--- config.mk ---
export PLATFORM = sky130hd
export DESIGN_NAME = button_debouncer_flat
export DESIGN_NICKNAME = d
export VERILOG_FILES = /design/src/rtl/debounce_pkg.sv /design/src/rtl/button_debouncer_if.sv /design/src/rtl/button_debouncer_sync_chain.sv /design/src/rtl/button_debouncer.sv /design/src/flat_wrapper.sv
export SDC_FILE = /design/constraint.sdc
export NUM_CORES = 1
export LEC_CHECK = 0
export CAP_MARGIN = 10
export CORE_UTILIZATION = 47
export CTS_CLUSTER_DIAMETER = 30
export DETAILED_ROUTE_END_ITERATION = 8
export PLACE_DENSITY_LB_ADDON = 0.1
export SYNTH_ARGS = -nofsm -noshare
export SYNTH_HDL_FRONTEND = slang
export SYNTH_SLANG_ARGS = --single-unit
--- constraint.sdc ---
create_clock -name clk -period 1.6 [get_ports clk]
set_input_delay 0.24 -clock clk [delete_from_list [all_inputs] [get_ports clk]]
set_output_delay 0.24 -clock clk [all_outputs]
set_load 0.05 [all_outputs]
--- src/rtl/debounce_pkg.sv ---
// Shared types and defaults for the front-panel input debouncers.
package debounce_pkg;

    typedef enum logic [1:0] {
        REL     = 2'b00,
        ARM_PRS = 2'b01,
        PRS     = 2'b10,
        ARM_REL = 2'b11
    } deb_state_t;

    localparam int DEB_CNT_MAX_DEFAULT     = 500000;
    localparam int DEB_SYNC_STAGES_DEFAULT = 2;

endpackage

--- src/rtl/button_debouncer_if.sv ---
// Button path signals: raw input towards the debouncer, clean level/pulses back.
// btn_fall exists only when BUTTON_DEBOUNCER_FALL_PULSE_EN is defined.
interface button_debouncer_if;
    logic btn_in;
    logic btn_level;
    logic btn_rise;
    logic busy;
`ifdef BUTTON_DEBOUNCER_FALL_PULSE_EN
    logic btn_fall;

    modport master (output btn_in, input btn_level, btn_rise, busy, btn_fall);
    modport slave  (input btn_in, output btn_level, btn_rise, busy, btn_fall);
`else
    modport master (output btn_in, input btn_level, btn_rise, busy);
    modport slave  (input btn_in, output btn_level, btn_rise, busy);
`endif
endinterface

--- src/rtl/button_debouncer_sync_chain.sv ---
// Generic multi-flop synchroniser for asynchronous board inputs.
module sync_chain #(
    parameter int   STAGES  = 2,
    parameter logic RST_VAL = 1'b0
) (
    input  logic clk,
    input  logic rst_n,
    input  logic d,
    output logic q
);
    logic [STAGES-1:0] ff;

    always_ff @(posedge clk or negedge rst_n) begin
        if (!rst_n) ff <= {STAGES{RST_VAL}};
        else        ff <= {ff[STAGES-2:0], d};
    end

    assign q = ff[STAGES-1];
endmodule

--- src/rtl/button_debouncer.sv ---
// Push-button debouncer: synchroniser + stability-count FSM, clean level and press pulse.
// Optional BUTTON_DEBOUNCER_FALL_PULSE_EN adds a release pulse (btn_fall).
module button_debouncer
    import debounce_pkg::*;
#(
    parameter int   SYNC_STAGES = DEB_SYNC_STAGES_DEFAULT,
    parameter int   CNT_MAX     = DEB_CNT_MAX_DEFAULT,
    parameter int   CNT_W       = 20,
    parameter logic IDLE_LEVEL  = 1'b0
) (
    input  logic              clk,
    input  logic              reset,
    button_debouncer_if.slave btn
);
    localparam logic [CNT_W-1:0] LAST = CNT_W'(CNT_MAX - 1);

    logic             sync_q;
    logic             s;
    deb_state_t       state;
    logic [CNT_W-1:0] cnt;
    logic             level_q;
    logic             rise_q;
    logic             busy_q;
    logic             fall_q;

    sync_chain #(
        .STAGES  (SYNC_STAGES),
        .RST_VAL (IDLE_LEVEL)
    ) u_sync (
        .clk   (clk),
        .rst_n (reset),
        .d     (btn.btn_in),
        .q     (sync_q)
    );

    // Normalise so 1 always means "pressed" regardless of board wiring.
    assign s = sync_q ^ IDLE_LEVEL;

    always_ff @(posedge clk or negedge reset) begin
        if (!reset) begin
            state   <= REL;
            cnt     <= '0;
            level_q <= 1'b0;
            rise_q  <= 1'b0;
            busy_q  <= 1'b0;
            fall_q  <= 1'b0;
        end else begin
            rise_q <= 1'b0;
            fall_q <= 1'b0;
            case (state)
                REL: if (s) begin
                    state  <= ARM_PRS;
                    cnt    <= CNT_W'(1);
                    busy_q <= 1'b1;
                end
                ARM_PRS: begin
                    if (!s) begin
                        state  <= REL;
                        cnt    <= '0;
                        busy_q <= 1'b0;
                    end else if (cnt == LAST) begin
                        state   <= PRS;
                        cnt     <= '0;
                        level_q <= 1'b1;
                        busy_q  <= 1'b0;
                        rise_q  <= 1'b1;
                    end else begin
                        cnt <= cnt + CNT_W'(1);
                    end
                end
                PRS: if (!s) begin
                    state  <= ARM_REL;
                    cnt    <= CNT_W'(1);
                    busy_q <= 1'b1;
                end
                ARM_REL: begin
                    // Level stays asserted until the release is fully qualified.
                    if (s) begin
                        state  <= PRS;
                        cnt    <= '0;
                        busy_q <= 1'b0;
                    end else if (cnt == LAST) begin
                        state   <= REL;
                        cnt     <= '0;
                        level_q <= 1'b0;
                        busy_q  <= 1'b0;
                        fall_q  <= 1'b1;
                    end else begin
                        cnt <= cnt + CNT_W'(1);
                    end
                end
                default: begin
                    state   <= REL;
                    cnt     <= '0;
                    level_q <= 1'b0;
                    busy_q  <= 1'b0;
                end
            endcase
        end
    end

    assign btn.btn_level = level_q;
    assign btn.btn_rise  = rise_q;
    assign btn.busy      = busy_q;

`ifdef BUTTON_DEBOUNCER_FALL_PULSE_EN
    assign btn.btn_fall = fall_q;
`else
    logic unused_fall;
    assign unused_fall = fall_q;
`endif
endmodule

--- src/flat_wrapper.sv ---
// flat-port wrapper written by rule: the top's interface ports become plain ports
module button_debouncer_flat import debounce_pkg::*;
#(
    parameter int   SYNC_STAGES = DEB_SYNC_STAGES_DEFAULT,
    parameter int   CNT_MAX     = DEB_CNT_MAX_DEFAULT,
    parameter int   CNT_W       = 20,
    parameter logic IDLE_LEVEL  = 1'b0
)
  (clk, reset, btn_btn_in, btn_btn_level, btn_btn_rise, btn_busy);
  button_debouncer_if btn_i ();
  input  logic clk;
  input  logic reset;
  input wire logic [$bits(btn_i.btn_in)-1:0] btn_btn_in;
  output wire logic [$bits(btn_i.btn_level)-1:0] btn_btn_level;
  output wire logic [$bits(btn_i.btn_rise)-1:0] btn_btn_rise;
  output wire logic [$bits(btn_i.busy)-1:0] btn_busy;
  assign btn_i.btn_in = btn_btn_in;
  assign btn_btn_level = btn_i.btn_level;
  assign btn_btn_rise = btn_i.btn_rise;
  assign btn_busy = btn_i.busy;
  button_debouncer #(.SYNC_STAGES(SYNC_STAGES), .CNT_MAX(CNT_MAX), .CNT_W(CNT_W), .IDLE_LEVEL(IDLE_LEVEL)) u_core (.clk(clk), .reset(reset), .btn(btn_i));
endmodule
==> results of run 1 <==
[path summary, 6_finish.rpt]
check                                         startpoint                       endpoint  slack (ns)  cells past startpoint
setup / recovery              u_core.cnt[10]$_DFFE_PN0P_      u_core.cnt[9]$_DFFE_PN0P_       -0.15                      6
min in group clk                              btn_btn_in  u_core.u_sync.ff[0]$_DFF_PN0_        0.32                      1
setup reg to reg              u_core.cnt[10]$_DFFE_PN0P_      u_core.cnt[9]$_DFFE_PN0P_       -0.15                      6
max in group asynchronous                          reset      u_core.cnt[7]$_DFFE_PN0P_        1.06                      2
hold reg to reg            u_core.u_sync.ff[0]$_DFF_PN0_  u_core.u_sync.ff[1]$_DFF_PN0_        0.37                      0
hold / removal                                     reset      u_core.cnt[8]$_DFFE_PN0P_        0.27                      2
[Yosys cell counts (2+ instances only)]
cell type  count  area (um^2)
a21o_1         3         22.5
a21oi_1        7         35.0
a31oi_1       11         68.8
a41oi_1        4         35.0
and3_2         2         15.0
buf_4          2         15.0
dfrtp_1       27          676
inv_1          3         11.3
nand2_1       15         56.3
nand2b_1       2         12.5
nand3_1       10         50.1
nand4_1        3         18.8
nor2_1         9         33.8
nor3_1         6         30.0
nor3b_1        2         15.0
nor4b_1        2         17.5
o21ai_0       11         55.1
or3_1          2         12.5
xnor2_1        2         17.5
[final cells by class]
cell class              count  area, um^2  area share
well taps                  31        38.8      0.0189
multi-input cells         111         876       0.426
flip-flops and latches     27         677       0.329
clock buffers               3        22.5      0.0110
clock inverters             1        5.00     0.00243
inverters                   3        11.3     0.00548
repair buffers             52         425       0.207
[worst max-delay path: stages, from the launching register on]
cell     delay, ns
dfrtp_1       0.43
nor4b_1       0.38
and4_4        0.36
a21oi_4       0.11
buf_4         0.16
a41oi_2       0.16
a31oi_1       0.05
[through the flow]
step	std cells	hold WS, ns	setup TNS (ns)	utilization	total power, uW
after floorplan	144	-0.0556	-0.0114	-	869
after global placement	215	0.332	-2.92	0.628	953
after detailed placement	215	0.337	-3.84	0.628	963
after CTS	224	0.292	-0.760	0.694	1290
after global routing	228	0.296	-2.74	0.739	1380
final	228	0.269	-1.51	0.739	1320
[flip-flops by register name, indices dropped and copies added (netlist names), named ones only]
signal                flops
u_core.btn.busy           1
u_core.cnt               20
u_core.btn.btn_rise       1
u_core.u_sync.ff          2
u_core.btn.btn_level      1
u_core.state              1
[what timing repair did]
action	CTS	global route
hold endpoints to repair	0	0
cloned	1	0
resized for setup	27	26
endpoints found under the setup margin	24	23
hold buffers	0	0
setup buffers	4	5
pin swaps	15	13
[cell families (layout without fill, tap and decap cells)]
group | Yosys count | in the layout | synth area share
flip-flops | 27 | 27 | 0.483
AO/OA/AOI/OAI | 44 | 45 | 0.211
buffers and inverters | 7 | 59 | 0.0304
multiplexers | 1 | 1 | 0.00804
adder cells (fa/ha/maj) | 1 | 1 | 0.00894
XOR/XNOR | 4 | 4 | 0.0304
AND/OR/NAND/NOR | 60 | 60 | 0.229
[power by group]
group | total [uW] | internal [uW] | switching, uW
combinational | 254 | 116 | 137
sequential | 760 | 721 | 38.9
clock | 309 | 94.1 | 214
[routing by layer]
metal  vias up  share of wire  track usage  routed length (um)
met4         0          0.031       0.0976                 119
met3        10          0.028       0.0276                 107
met2        32           0.49        0.395                1870
met5         -              0            0                   0
met1       675           0.45        0.336                1740
li1        647              -            -                   -
==> qor.csv, run 1 <==
stage,metric,value,unit
sta,drv_slew,0,
sta,setup_ws,-0.151,ns
sta,hold_viol,0,
synthesis,syn_inst,144,
power,power.ir.vdd_worst,0.000861,V
power,power.density,643,nW/um^2
finish,area_growth,46.8,%
die,die_w,56.6,um
status,violations,setup timing,
synthesis,synth-warning-count,0,
clocking,clock-sinks,27,
placed_design,place_congestion,0.831,
global_routing,grt_pass1_vias,1362,
die,core,2780,um^2
global_routing,grt_max_degree,28,
worst_setup_path,crit_type,reg2reg,
status,status,finished with violations,
route,wl,3.84,mm
global_routing,overflow,0,
route,drtPass1Iterations,4,
placed_design,hpwl,2.38,mm
die,ioPinCount,6,
worst_setup_path,arrival,1.98,ns
global_routing,grt_pass1_wl,6.11,mm
finish,fillCellCount,188,
synthesis,async_flop_share,1.00,
synthesis,syn_area,1400,um^2
sta,setup_viol,18,
sta,rsz0062_at_grt,yes,
clocking,cts_made_buffers,3,
route,ant_nets,0,
clocking,clk_latency,0.33,ns
sta,max_freq,0.571,GHz
global_routing,grt_usage,0.245,
global_routing,antenna_found_initial,0,
sta,relSlewSlack,0.766,
synthesis,ys_seq_area_frac,0.483,
finish,drive_gt1_frac,0.472,
die,dieHeight,56.6,um
synthesis,synth.distinct_cells,40,
finish,finalInstanceArea,2060,um^2
die,rows,19,
synthesis,synth_flop_cell,dfrtp_1,
worst_setup_path,crit_path_end_kind,flop,
route,vias,1364,
worst_setup_path,crit_fanout,8,
route,wl_per_cell,16.8,um
clocking,cts_buffer_depth,2,
sta,fin_crit,1.75,ns
placed_design,dp_slack,-0.254,ns
synthesis,ys_seq_elements,27,
worst_setup_path,worstSetupStartpointType,flop,
clocking,cts_tree,done,
synthesis,synth_edf_count,0,
synthesis,syn_nets,148,
finish,mostFrequentLayoutCells,"buf_4, dfrtp_1, nand2_1",
finish,num-nets-final,202,
finish,diodes,0,
clocking,cts_root_buf,clkbuf_4,
worst_setup_path,required,1.83,ns
finish,layout_commonest_cell,buf_4,
placed_design,io_buffers,5,
clocking,htreeDepth,1,
sta,max_slew.worst_pin.slew,0.346,ns
min_path,hold_class,in2async,
clocking,path_clk_slew,0.15,ns
route,drc_errors,0,
run,drv_cap,0,
route,drt-initial-drc-count,49,
die,initial_utilization,0.503,
route,vias_per_cell,5.98,
die,die_area,3200,um^2
sta,finClkSkew,0.00282,ns
placed_design,placed_area,1750,um^2
sta,post-route-period-util,1.09,
synthesis,postSynthAreaPerCell,9.72,um^2
power,leakage,0.000883,uW
(Power assumes the default switching activity.)
==> run 2: changes to the inputs <==
GPL_ROUTABILITY_DRIVEN = 0   (was not set)
clock period = 1.9 ns   (was 1.6 ns; I/O delays follow)
==> run 2 against run 1 <==
Compared with the run above: cell count fell by 18%; sequential share of layout area rose by 9.3 points; largest power group unchanged; global-route usage fell by 3.0 points; critical path depth fell by 5; the run now ends clean; non-clock buffer count fell by 40; largest cell class unchanged; critical path type is now reg2out.
==> qor.csv, run 2 (synthesis results as in run 1) <==
stage,metric,value,unit,change
sta,hold-worst-slack,0.295,ns,was 0.269 ns
worst_setup_path,reg2regPathDepth,5,,was 6
route,ant_nets,0,,unchanged
clocking,clock-sinks,27,,unchanged
placed_design,hpwl,2.04,mm,was 2.38 mm
sta,max_freq,0.545,GHz,
power,power.density,651,nW/um^2,was 643 nW/um^2
die,rows,19,,unchanged
worst_setup_path,r2r_start,u_core.cnt[7]$_DFFE_PN0P_,,was u_core.cnt[10]$_DFFE_PN0P_
route,drt-initial-drc-count,45,,was 49
power,sequentialPowerShare,0.626,,was 0.575
finish,mostFrequentLayoutCells,"dfrtp_1, nand2_1, o21ai_0, a31oi_1, nand3_1",,"was buf_4, dfrtp_1, nand2_1"
worst_setup_path,critPathTopFamily,buffers and inverters,,was simple AND/OR/NAND/NOR gates
clocking,cts_tree,done,,unchanged
worst_setup_path,arrival,1.55,ns,was 1.98 ns
worst_setup_path,crit_path_end_kind,output port,,was flop
placed_design,io_buffers,5,,unchanged
finish,area_growth,14.3,%,was 46.8%
finish,fillCellCount,234,,was 188
clocking,clk_latency,0.33,ns,about the same
global_routing,overflow,0,,unchanged
power,comb_power_share,0.126,,was 0.192
sta,hold_viol,0,,unchanged
clocking,cts_root_buf,clkbuf_4,,unchanged
sta,setup_viol,0,,was 18
power,power.ir.vdd_worst,0.000572,V,was 0.000861 V
die,ioPinCount,6,,unchanged
die,initial_utilization,0.503,,unchanged
finish,diodes,0,,unchanged
die,dieHeight,56.6,um,unchanged
clocking,htreeDepth,1,,unchanged
route,wl_per_cell,16.4,um,was 16.8 um
die,die_w,56.6,um,unchanged
global_routing,grt_pass1_vias,1191,,"was 1,362"
worst_setup_path,crit_slowest_cell,clkdlybuf4s50_1,,was dfrtp_1
global_routing,grt_usage,0.215,,was 0.245
status,status,finished clean,,was finished with violations
finish,largest_register_ffs,20,,unchanged
worst_setup_path,crit_fanout,3,,was 8
worst_setup_path,crit_type,reg2out,,was reg2reg
finish,layout_commonest_cell,dfrtp_1,,was buf_4
worst_setup_path,regToRegEndpoint,u_core.cnt[6]$_DFFE_PN0P_,,was u_core.cnt[9]$_DFFE_PN0P_
route,wl,3.08,mm,was 3.84 mm
global_routing,antenna_found_initial,0,,unchanged
route,drtPass1Iterations,4,,unchanged
sta,setup_tns,0,ns,was -1.51 ns
worst_setup_path,required,1.62,ns,was 1.83 ns
worst_setup_path,r2r_slack,0.11,ns,was -0.15 ns
clocking,cts_buffer_depth,2,,unchanged
clocking,path_clk_slew,0.16,ns,was 0.15 ns
finish,num-nets-final,162,,was 202
sta,fin_crit,1.84,ns,
run,drv_cap,0,,unchanged
power,p_switching,298,uW,was 390 uW
global_routing,grt_max_degree,28,,unchanged
power,leakage,0.000643,uW,was 0.000883 uW
power,swShare,0.286,,was 0.295
worst_setup_path,crit_path_max_incr_delay,0.81,ns,was 0.43 ns
global_routing,grt_pass1_wl,5.42,mm,was 6.11 mm
finish,regMostFlops,u_core.cnt,,unchanged
clocking,cts_made_buffers,3,,unchanged
power,p_int,744,uW,was 932 uW
sta,drv_slew,0,,unchanged
die,die_area,3200,um^2,unchanged
power,clkPwrFrac,0.248,,was 0.233
finish,reg_top3,"u_core.cnt: 20 flops, u_core.u_sync.ff: 2 flops",,unchanged
worst_setup_path,worstSetupStartpointType,flop,,unchanged
route,drc_errors,0,,unchanged
sta,post-route-period-util,0.966,,
sta,max_slew.worst_pin.slew,0.608,ns,was 0.346 ns
min_path,hold_class,in2async,,unchanged
worst_setup_path,crit_chain,clkdlybuf4s50_1,,was nor4b_1 > and4_4 > a21oi_4 > buf_4 > a41oi_2 > a31oi_1
finish,drive_gt1_frac,0.178,,was 0.472
route,vias_per_cell,6.32,,was 5.98
route,vias,1189,,"was 1,364"
sta,finClkSkew,0.0104,ns,was 0.00282 ns
die,core,2780,um^2,unchanged
sta,relSlewSlack,0.592,,was 0.766
worst_setup_path,worst-path-buf-inv,1,,unchanged
run 2: cell count changes in the layout (fill, tap and decap cells not counted), sizes merged:
| cell | delta |
|---|---|
| clkdlybuf4s50 | +3 |
| clkinvlp | +1 |
| clkinv | -1 |
| buf | -43 |
run 2: repair_timing:
action | CTS | global route
cloned | 1 | 0
hold buffers | 0 | 0
setup endpoints to repair | 10 | 17
buffers inserted | 0 | 1
hold endpoints to repair | 0 | 0
pin swaps | 1 | 1
gates resized for setup | 3 | 7
run 2: metal layers:
layer	vias to the layer above	part of all wire	track usage
met1	592	0.49	0.312
met4	0	0.0097	0.0941
met2	27	0.47	0.328
li1	566	-	-
met5	-	0	0
met3	4	0.033	0.0207
run 2: worst max path at each step:
| stage | depth (start not counted) | from | slack, ns | to |
|---|---|---|---|---|
| finish | 1 | u_core.btn.btn_level$_DFFE_PN0P_ | 0.06 | btn_btn_level |
| global route | 6 | u_core.cnt[0]$_DFFE_PN0P_ | -0.006 | u_core.cnt[13]$_DFFE_PN0P_ |
| CTS | 6 | u_core.cnt[1]$_DFFE_PN0P_ | -0.01 | u_core.cnt[18]$_DFFE_PN0P_ |
| detailed placement | 6 | u_core.cnt[1]$_DFFE_PN0P_ | -0.05 | u_core.cnt[17]$_DFFE_PN0P_ |
| global placement | 6 | u_core.cnt[1]$_DFFE_PN0P_ | 0.07 | u_core.cnt[17]$_DFFE_PN0P_ |
| floorplan | 7 | u_core.cnt[0]$_DFFE_PN0P_ | 0.19 | u_core.cnt[3]$_DFFE_PN0P_ |
run 2: layout make-up:
| class | count | area, um^2 | area share |
|---|---|---|---|
| Multi-Input combinational cell | 111 | 742 | 0.464 |
| Timing Repair Buffer | 12 | 103 | 0.0641 |
| Clock buffer | 3 | 22.5 | 0.0141 |
| Sequential cell | 27 | 676 | 0.422 |
| Tap cell | 31 | 38.8 | 0.0242 |
| Inverter | 3 | 11.3 | 0.00704 |
| Clock inverter | 1 | 7.51 | 0.00469 |
run 2: stage by stage:
step	instance area [um^2]	power, uW	instances	util	worst slack (ns)
3_5_place_dp	1500	783	182	0.540	-0.0544
4_1_cts	1560	1050	187	0.559	-0.0125
3_3_place_gp	1500	775	182	0.540	0.0728
2_1_floorplan	1400	732	144	-	0.189
6_report	1600	1040	188	0.575	0.0646
5_1_grt	1600	1100	188	0.575	-0.00567
run 2: power by group through the flow:
stage               logic [uW]  registers (uW)  clock network, uW
floorplan                 72.5             659                  0
detailed placement         125             658                  0
finish                     131             652                258
CTS                        127             647                273
global placement           120             655                  0
global route               147             660                297
